<file path="config.mk">
export PLATFORM = sky130hd
export DESIGN_NAME = controle_display_flat
export DESIGN_NICKNAME = d
export VERILOG_FILES = /design/src/rtl/controle_display_pkg.sv /design/src/rtl/controle_display_if.sv /design/src/rtl/controle_display_divisor_varredura.sv /design/src/rtl/controle_display.sv /design/src/flat_wrapper.sv
export SDC_FILE = /design/constraint.sdc
export NUM_CORES = 1
export LEC_CHECK = 0
export ABC_AREA = 1
export CAP_MARGIN = 15
export CORE_ASPECT_RATIO = 0.75
export CORE_UTILIZATION = 50
export DETAILED_ROUTE_END_ITERATION = 16
export DONT_BUFFER_PORTS = 1
export PLACE_DENSITY_LB_ADDON = 0.2
export SLEW_MARGIN = 5
export SYNTH_ARGS = -nofsm -noshare
export SYNTH_HDL_FRONTEND = slang
export SYNTH_SLANG_ARGS = --single-unit
</file>
<file path="constraint.sdc">
create_clock -name clk -period 1.7 [get_ports clk]
set_input_delay 0.34 -clock clk [delete_from_list [all_inputs] [get_ports clk]]
set_output_delay 0.34 -clock clk [all_outputs]
set_load 0.02 [all_outputs]
</file>
<file path="src/rtl/controle_display_pkg.sv">
// Shared symbol codes, message ids and FSM encodings for the 4-digit display controller.
// Also holds the small decode helpers used by the top level.
package display_pkg;

   localparam logic [3:0] COD_C     = 4'd6;
   localparam logic [3:0] COD_E     = 4'd7;
   localparam logic [3:0] COD_I     = 4'd8;
   localparam logic [3:0] COD_N     = 4'd9;
   localparam logic [3:0] COD_P     = 4'd10;
   localparam logic [3:0] COD_BLANK = 4'd15;

   localparam logic [2:0] CONT_INICIO = 3'd5;
   localparam logic [2:0] CRED_MAX    = 3'd5;

   typedef enum logic [2:0] {
      MSG_CREDITO  = 3'd0,
      MSG_PIN      = 3'd1,
      MSG_ERRO     = 3'd2,
      MSG_APAGADO  = 3'd3,
      MSG_CONTAGEM = 3'd4
   } msg_e;

   typedef enum logic [1:0] {
      ST_APAGADO  = 2'd0,
      ST_FIXO     = 2'd1,
      ST_PISCA    = 2'd2,
      ST_CONTAGEM = 2'd3
   } state_e;

   // Unused ids 5-7 fold onto the blank message.
   function automatic msg_e decode_msg(input logic [2:0] sel);
      msg_e m;
      case (sel)
         3'd0:    m = MSG_CREDITO;
         3'd1:    m = MSG_PIN;
         3'd2:    m = MSG_ERRO;
         3'd4:    m = MSG_CONTAGEM;
         default: m = MSG_APAGADO;
      endcase
      return m;
   endfunction

   function automatic logic [3:0] cod_credito(input logic [2:0] cred);
      return (cred > CRED_MAX) ? COD_BLANK : {1'b0, cred};
   endfunction

endpackage

</file>
<file path="src/rtl/controle_display_if.sv">
// Request/acknowledge and display-drive bundle between the controller and its user.
// The slave side is the controller; the master side issues loads and watches the display.
interface controle_display_if;

   logic       load;
   logic [2:0] msg_sel;
   logic [2:0] credito;
   logic       ack;
   logic       done;
   logic [3:0] code;
   logic [3:0] an;

   modport master (
      output load, msg_sel, credito,
      input  ack, done, code, an
   );

   modport slave (
      input  load, msg_sel, credito,
      output ack, done, code, an
   );

endinterface

</file>
<file path="src/rtl/controle_display_divisor_varredura.sv">
// Scan-rate prescaler and digit index for the multiplexed display.
// frame_o marks the step where the index wraps from 3 back to 0.
module divisor_varredura
   import display_pkg::*;
#(
   parameter int DIV = 50000
) (
   input  logic       clk,
   input  logic       rst,
   output logic [1:0] idx_o,
   output logic       frame_o
);

   localparam int             PW         = (DIV > 2) ? $clog2(DIV) : 1;
   localparam logic [PW-1:0]  PRESC_LAST = PW'(DIV - 1);

   logic [PW-1:0] presc_q, presc_d;
   logic [1:0]    idx_q, idx_d;
   logic          tick;

   assign tick = (presc_q == PRESC_LAST);

   always_comb begin
      presc_d = tick ? '0 : presc_q + PW'(1);
      idx_d   = tick ? idx_q + 2'd1 : idx_q;
   end

   always_ff @(posedge clk) begin
      if (rst) begin
         presc_q <= '0;
         idx_q   <= 2'd0;
      end else begin
         presc_q <= presc_d;
         idx_q   <= idx_d;
      end
   end

   assign idx_o   = idx_q;
   assign frame_o = tick && (idx_q == 2'd3);

endmodule

</file>
<file path="src/rtl/controle_display.sv">
// Message controller for a 4-digit multiplexed 7-segment display: fixed text,
// blinking error, and a 5..0 countdown that falls back to the credit screen.
module controle_display
   import display_pkg::*;
#(
   parameter int DIV          = 50000,
   parameter int BLINK_FRAMES = 125
) (
   input  logic               clk,
   input  logic               rst,
   controle_display_if.slave  bus
);

   localparam int            BW         = (BLINK_FRAMES > 1) ? $clog2(BLINK_FRAMES) : 1;
   localparam logic [BW-1:0] BLINK_LAST = BW'(BLINK_FRAMES - 1);

   logic [1:0]    idx_w;
   logic          frame_w;

   state_e        state_q, state_d;
   msg_e          msg_q, msg_d;
   logic [2:0]    cred_q, cred_d;
   logic [2:0]    count_q, count_d;
   logic [BW-1:0] bcnt_q, bcnt_d;
   logic          phase_q, phase_d;
   logic          ack_q, ack_d;
   logic          done_q, done_d;
   logic [3:0]    code_q, code_d;
   logic [3:0]    an_q, an_d;
   logic          blink_toggle;
   msg_e          msg_in;

   divisor_varredura #(.DIV(DIV)) u_varredura (
      .clk     (clk),
      .rst     (rst),
      .idx_o   (idx_w),
      .frame_o (frame_w)
   );

   assign blink_toggle = frame_w && (bcnt_q == BLINK_LAST);
   assign msg_in       = decode_msg(bus.msg_sel);

   // Next state: a load always wins over blink/countdown events in the same cycle.
   always_comb begin
      state_d = state_q;
      msg_d   = msg_q;
      cred_d  = cred_q;
      count_d = count_q;
      bcnt_d  = bcnt_q;
      phase_d = phase_q;
      ack_d   = 1'b0;
      done_d  = 1'b0;

      if (frame_w) begin
         if (blink_toggle) begin
            bcnt_d  = '0;
            phase_d = ~phase_q;
         end else begin
            bcnt_d  = bcnt_q + BW'(1);
         end
      end

      if (bus.load) begin
         ack_d   = 1'b1;
         bcnt_d  = '0;
         phase_d = 1'b1;
         msg_d   = msg_in;
         cred_d  = bus.credito;
         case (msg_in)
            MSG_CREDITO,
            MSG_PIN:      state_d = ST_FIXO;
            MSG_ERRO:     state_d = ST_PISCA;
            MSG_CONTAGEM: begin
               state_d = ST_CONTAGEM;
               count_d = CONT_INICIO;
            end
            default:      state_d = ST_APAGADO;
         endcase
      end else if (state_q == ST_CONTAGEM && blink_toggle) begin
         if (count_q == 3'd0) begin
            state_d = ST_FIXO;
            msg_d   = MSG_CREDITO;
            done_d  = 1'b1;
         end else begin
            count_d = count_q - 3'd1;
         end
      end
   end

   // Display content for the digit currently being scanned.
   always_comb begin
      an_d   = 4'b0001 << idx_w;
      code_d = COD_BLANK;
      case (state_q)
         ST_FIXO: begin
            if (msg_q == MSG_PIN) begin
               case (idx_w)
                  2'd3:    code_d = COD_P;
                  2'd2:    code_d = COD_I;
                  2'd1:    code_d = COD_N;
                  default: code_d = COD_BLANK;
               endcase
            end else begin
               case (idx_w)
                  2'd3:    code_d = COD_C;
                  2'd0:    code_d = cod_credito(cred_q);
                  default: code_d = COD_BLANK;
               endcase
            end
         end
         ST_PISCA: begin
            if (phase_q) begin
               code_d = (idx_w == 2'd3) ? COD_E : COD_BLANK;
            end else begin
               an_d   = 4'b0000;
               code_d = COD_BLANK;
            end
         end
         ST_CONTAGEM: begin
            case (idx_w)
               2'd3:    code_d = COD_C;
               2'd0:    code_d = {1'b0, count_q};
               default: code_d = COD_BLANK;
            endcase
         end
         default: code_d = COD_BLANK;
      endcase
   end

   always_ff @(posedge clk) begin
      if (rst) begin
         state_q <= ST_APAGADO;
         msg_q   <= MSG_APAGADO;
         cred_q  <= 3'd0;
         count_q <= 3'd0;
         bcnt_q  <= '0;
         phase_q <= 1'b1;
         ack_q   <= 1'b0;
         done_q  <= 1'b0;
         code_q  <= COD_BLANK;
         an_q    <= 4'b0000;
      end else begin
         state_q <= state_d;
         msg_q   <= msg_d;
         cred_q  <= cred_d;
         count_q <= count_d;
         bcnt_q  <= bcnt_d;
         phase_q <= phase_d;
         ack_q   <= ack_d;
         done_q  <= done_d;
         code_q  <= code_d;
         an_q    <= an_d;
      end
   end

   assign bus.ack  = ack_q;
   assign bus.done = done_q;
   assign bus.code = code_q;
   assign bus.an   = an_q;

endmodule

</file>
<file path="src/flat_wrapper.sv">
// flat-port wrapper written by rule: the top's interface ports become plain ports
module controle_display_flat import display_pkg::*;
#(
   parameter int DIV          = 50000,
   parameter int BLINK_FRAMES = 125
)
  (clk, rst, bus_load, bus_msg_sel, bus_credito, bus_ack, bus_done, bus_code, bus_an);
  controle_display_if bus_i ();
  input  logic clk;
  input  logic rst;
  input wire logic [$bits(bus_i.load)-1:0] bus_load;
  input wire logic [$bits(bus_i.msg_sel)-1:0] bus_msg_sel;
  input wire logic [$bits(bus_i.credito)-1:0] bus_credito;
  output wire logic [$bits(bus_i.ack)-1:0] bus_ack;
  output wire logic [$bits(bus_i.done)-1:0] bus_done;
  output wire logic [$bits(bus_i.code)-1:0] bus_code;
  output wire logic [$bits(bus_i.an)-1:0] bus_an;
  assign bus_i.load = bus_load;
  assign bus_i.msg_sel = bus_msg_sel;
  assign bus_i.credito = bus_credito;
  assign bus_ack = bus_i.ack;
  assign bus_done = bus_i.done;
  assign bus_code = bus_i.code;
  assign bus_an = bus_i.an;
  controle_display #(.DIV(DIV), .BLINK_FRAMES(BLINK_FRAMES)) u_core (.clk(clk), .rst(rst), .bus(bus_i));
endmodule
</file>
==> impl_results.md <==
- Core area: 0.00452 mm²
- FF-to-FF Start: u_core.u_varredura.presc_q[0]$_SDFF_PP0_
- Largest stage delay on the critical path: 370 ps
- Via/cell ratio: 5.02
- R2r endpoint: u_core.bcnt_q[6]$_SDFFE_PP0P_
- Port Buffers: 0
- Non-Filler Instances: 383
- Largest net degree at the start of global routing: 16
- Static Leak: 0.00107 µW
- Pre-CTS setup slack: 35.2 ps
- # fillers: 417
- Worst vdd ir: 436 µV
- Worst setup EP type: flop
- CTS tree: yes
- Row cnt: 21
- Max-cap violations: 0
- R2R Setup Slk: 90 ps
- Most common cell in the netlist: nand2_1
- Root Driver: clkbuf_8
- Total CTS buffers: 5
- Fin crit period: 1610 ps
- Crit-path slowest cell: dfxtp_2
- Die footprint: 0.00504 mm²
- R2R cell count: 7
- Cell Area, Synth: 0.00238 mm²
- Relative slew slack: 0.790
- Drc violations: 0
- RD Place Congestion: 0.792
- DR vias: 1922
- Crit path kind: reg2reg
- DRT antenna net count: 0
- I/O pin count: 19
- Power density cells: 851 mW/mm²
- Worst-margin pin slew: 312 ps
- Critical Path Fanout Max: 7
- GRT Overall Usage: 0.191
- Fmax: 623 MHz
- Final setup viols: 0
- Ant diodes: 0
- Router iterations before antenna repair: 5
- H-tree depth: 2
- Die height: 61.7 µm
- Outcome: finished, final reports clean
- WL/cell: 12.0 µm
- Crit path launch: u_core.u_varredura.presc_q[0]$_SDFF_PP0_
- Initial antenna violation count: 0
- Post-synth EDFFs: 0
- Nets: 343
- WHS Path Cells: 1
- Synth top cells by count: nand2_1, inv_1, dfxtp_1
- Worst setup endpoint: u_core.bcnt_q[6]$_SDFFE_PP0P_
- Fin. Hold Viols: 0
- CTS Buffer Depth: 2
- Flops & latches, synth: 47
- Cell taking the most area after synthesis: dfxtp_1
- CP Launch Type: flop
- Synth-to-layout area growth: 10.8%
- DP HPWL: 3490 µm
- Die width: 81.6 µm
- Count of buffer and inverter cells on the critical path: 0
- First-pass GRT wire length: 7160 µm
- Vias in the first global route: 1567
- Req. time, crit path: 1890 ps
- Hold Path Class: in2reg
- Synth warnings: 0
- Total congestion overflow: 0
- Dpl cells: 374
- Final wirelength: 4580 µm
- Final Util: 0.583
- Setup Skew: 6.23 ps
- Asr flop ratio synth: 0
- Crit-path cells: ha_4 > nand3_4 > nor2_4 > nand4_4 > o21ai_4 > o21bai_1 > a21oi_1
- Library cells used by synthesis: 41
- Clock latency on the worst-skew pair: 300 ps
- Mean Syn Cell Area: 7.52 µm²
- Critical path depth: 7
- Final Max Slew Viols: 0
- Cts hold-fix bufs: 0
- Initial core utilization: 0.526
- Synth Instances: 316
- Ys flop type: dfxtp_1
- Sequential fraction of the synthesis area: 0.396
- Top post-synthesis cells by area: dfxtp_1, nand2_1, inv_1, nor2_1, ha_1
- Clk sinks: 47
- DR iter-0 viols: 102
- Yosys top cell area share: 0.396
- Syn_nets: 334
- Crit path DAT: 1800 ps
- Final setup margin: 95.0 ps
- Crit share post-route: 0.944
- Fraction of layout cells with a size suffix above 1: 0.150
- CTS clk-pin slew, worst paths: 90 ps
- CP delay by family, top: compound AO/OA/AOI/OAI gates
==> logic make-up (layout without fill, tap and decap cells) <==
| logic type | after synthesis | count (layout) | share of synthesized area |
|---|---|---|---|
| DFF | 47 | 47 | 0.396 |
| adders and majority gates | 9 | 9 | 0.0474 |
| AOI/OAI and AO/OA | 50 | 50 | 0.125 |
| and+or+nand+nor | 151 | 151 | 0.333 |
| buffers and inverters | 57 | 67 | 0.0916 |
| xor gates and xnor gates | 2 | 2 | 0.00737 |
==> cell type report <==
class	count	area [µm²]	share of cell area
clock buffer	6	72.6	0.0275
clock inverter	2	60.1	0.0228
inverter	54	204	0.0774
multi-input combinational	212	1250	0.473
sequential	47	943	0.358
tap	57	71.3	0.0271
timing repair buffer	5	37.5	0.0142
==> power by group <==
part | internal (µW) | switching (µW) | leakage (µW) | total, µW
clock network | 588 | 373 | 0.0000654 | 961
logic | 46.2 | 77.1 | 0.000626 | 123
registers | 1130 | 28.5 | 0.000383 | 1160
total | 1760 | 479 | 0.00107 | 2240
==> layer usage <==
metal,share of wire,track usage
met3,0.060,0.0438
met5,0,0
met4,0.016,0.0602
met2,0.39,0.257
met1,0.53,0.294
==> metrics by stage <==
step	TNS, ps	hold slack (ps)	power [µW]	area (µm²)
4_1_cts	0	93.6	2250	2600
6_report	0	99.5	2240	2640
2_1_floorplan	0	409	1270	2380
3_3_place_gp	0	412	1300	2460
3_5_place_dp	0	416	1300	2460
5_1_grt	-33.4	83.8	2330	2640
==> sequential cells by signal (all words and copies together), names as in the netlist, 2 cells and up <==
| name | flops |
|---|---|
| u_core.bcnt_q | 7 |
| u_core.bus.an | 4 |
| u_core.count_q | 3 |
| u_core.msg_q | 3 |
| u_core.u_varredura.presc_q | 16 |
| u_core.state_q | 2 |
| u_core.bus.code | 4 |
| u_core.cred_q | 3 |
| u_core.u_varredura.idx_o | 2 |
==> worst reg2reg max path, stage by stage (launching register included) <==
cell	delay, ps
dfxtp_2	370
ha_4	160
nand3_4	100
nor2_4	200
nand4_4	180
o21ai_4	290
o21bai_1	150
a21oi_1	50
==> what timing repair did <==
action | CTS | global route
resized for setup | 0 | 7
buffers inserted | 0 | 1
setup endpoints to repair | 0 | 11
==> cells in the final DEF, fill, tap and decap left out, types with 3 or more instances in the layout <==
| cell | netlist | routed |
|---|---|---|
| nand4_1 | 6 | 6 |
| ha_1 | 9 | 7 |
| nand3_1 | 16 | 16 |
| inv_1 | 50 | 50 |
| buf_4 | 0 | 5 |
| nor2_2 | 5 | 4 |
| nand3_2 | 4 | 3 |
| nor2_1 | 32 | 32 |
| nand2_2 | 6 | 6 |
| nor2_4 | 5 | 6 |
| nor3_1 | 6 | 6 |
| clkbuf_8 | 0 | 5 |
| o21ai_0 | 16 | 16 |
| dfxtp_1 | 47 | 45 |
| a21oi_1 | 19 | 19 |
| nand2_1 | 59 | 59 |
==> how the worst min path moves through the flow <==
stage                     from                        endpoint  slack (ps)
final                      rst  u_core.state_q[1]$_SDFFE_PP0P_         100
after CTS                  rst  u_core.state_q[1]$_SDFFE_PP0P_          90
after detailed placement   rst  u_core.state_q[1]$_SDFFE_PP0P_         420
after global placement     rst  u_core.state_q[1]$_SDFFE_PP0P_         410
after floorplan            rst    u_core.msg_q[2]$_SDFFE_PP0P_         410
after global routing       rst  u_core.state_q[1]$_SDFFE_PP0P_          80
No activity file was read; power rests on OpenSTA's default activity.
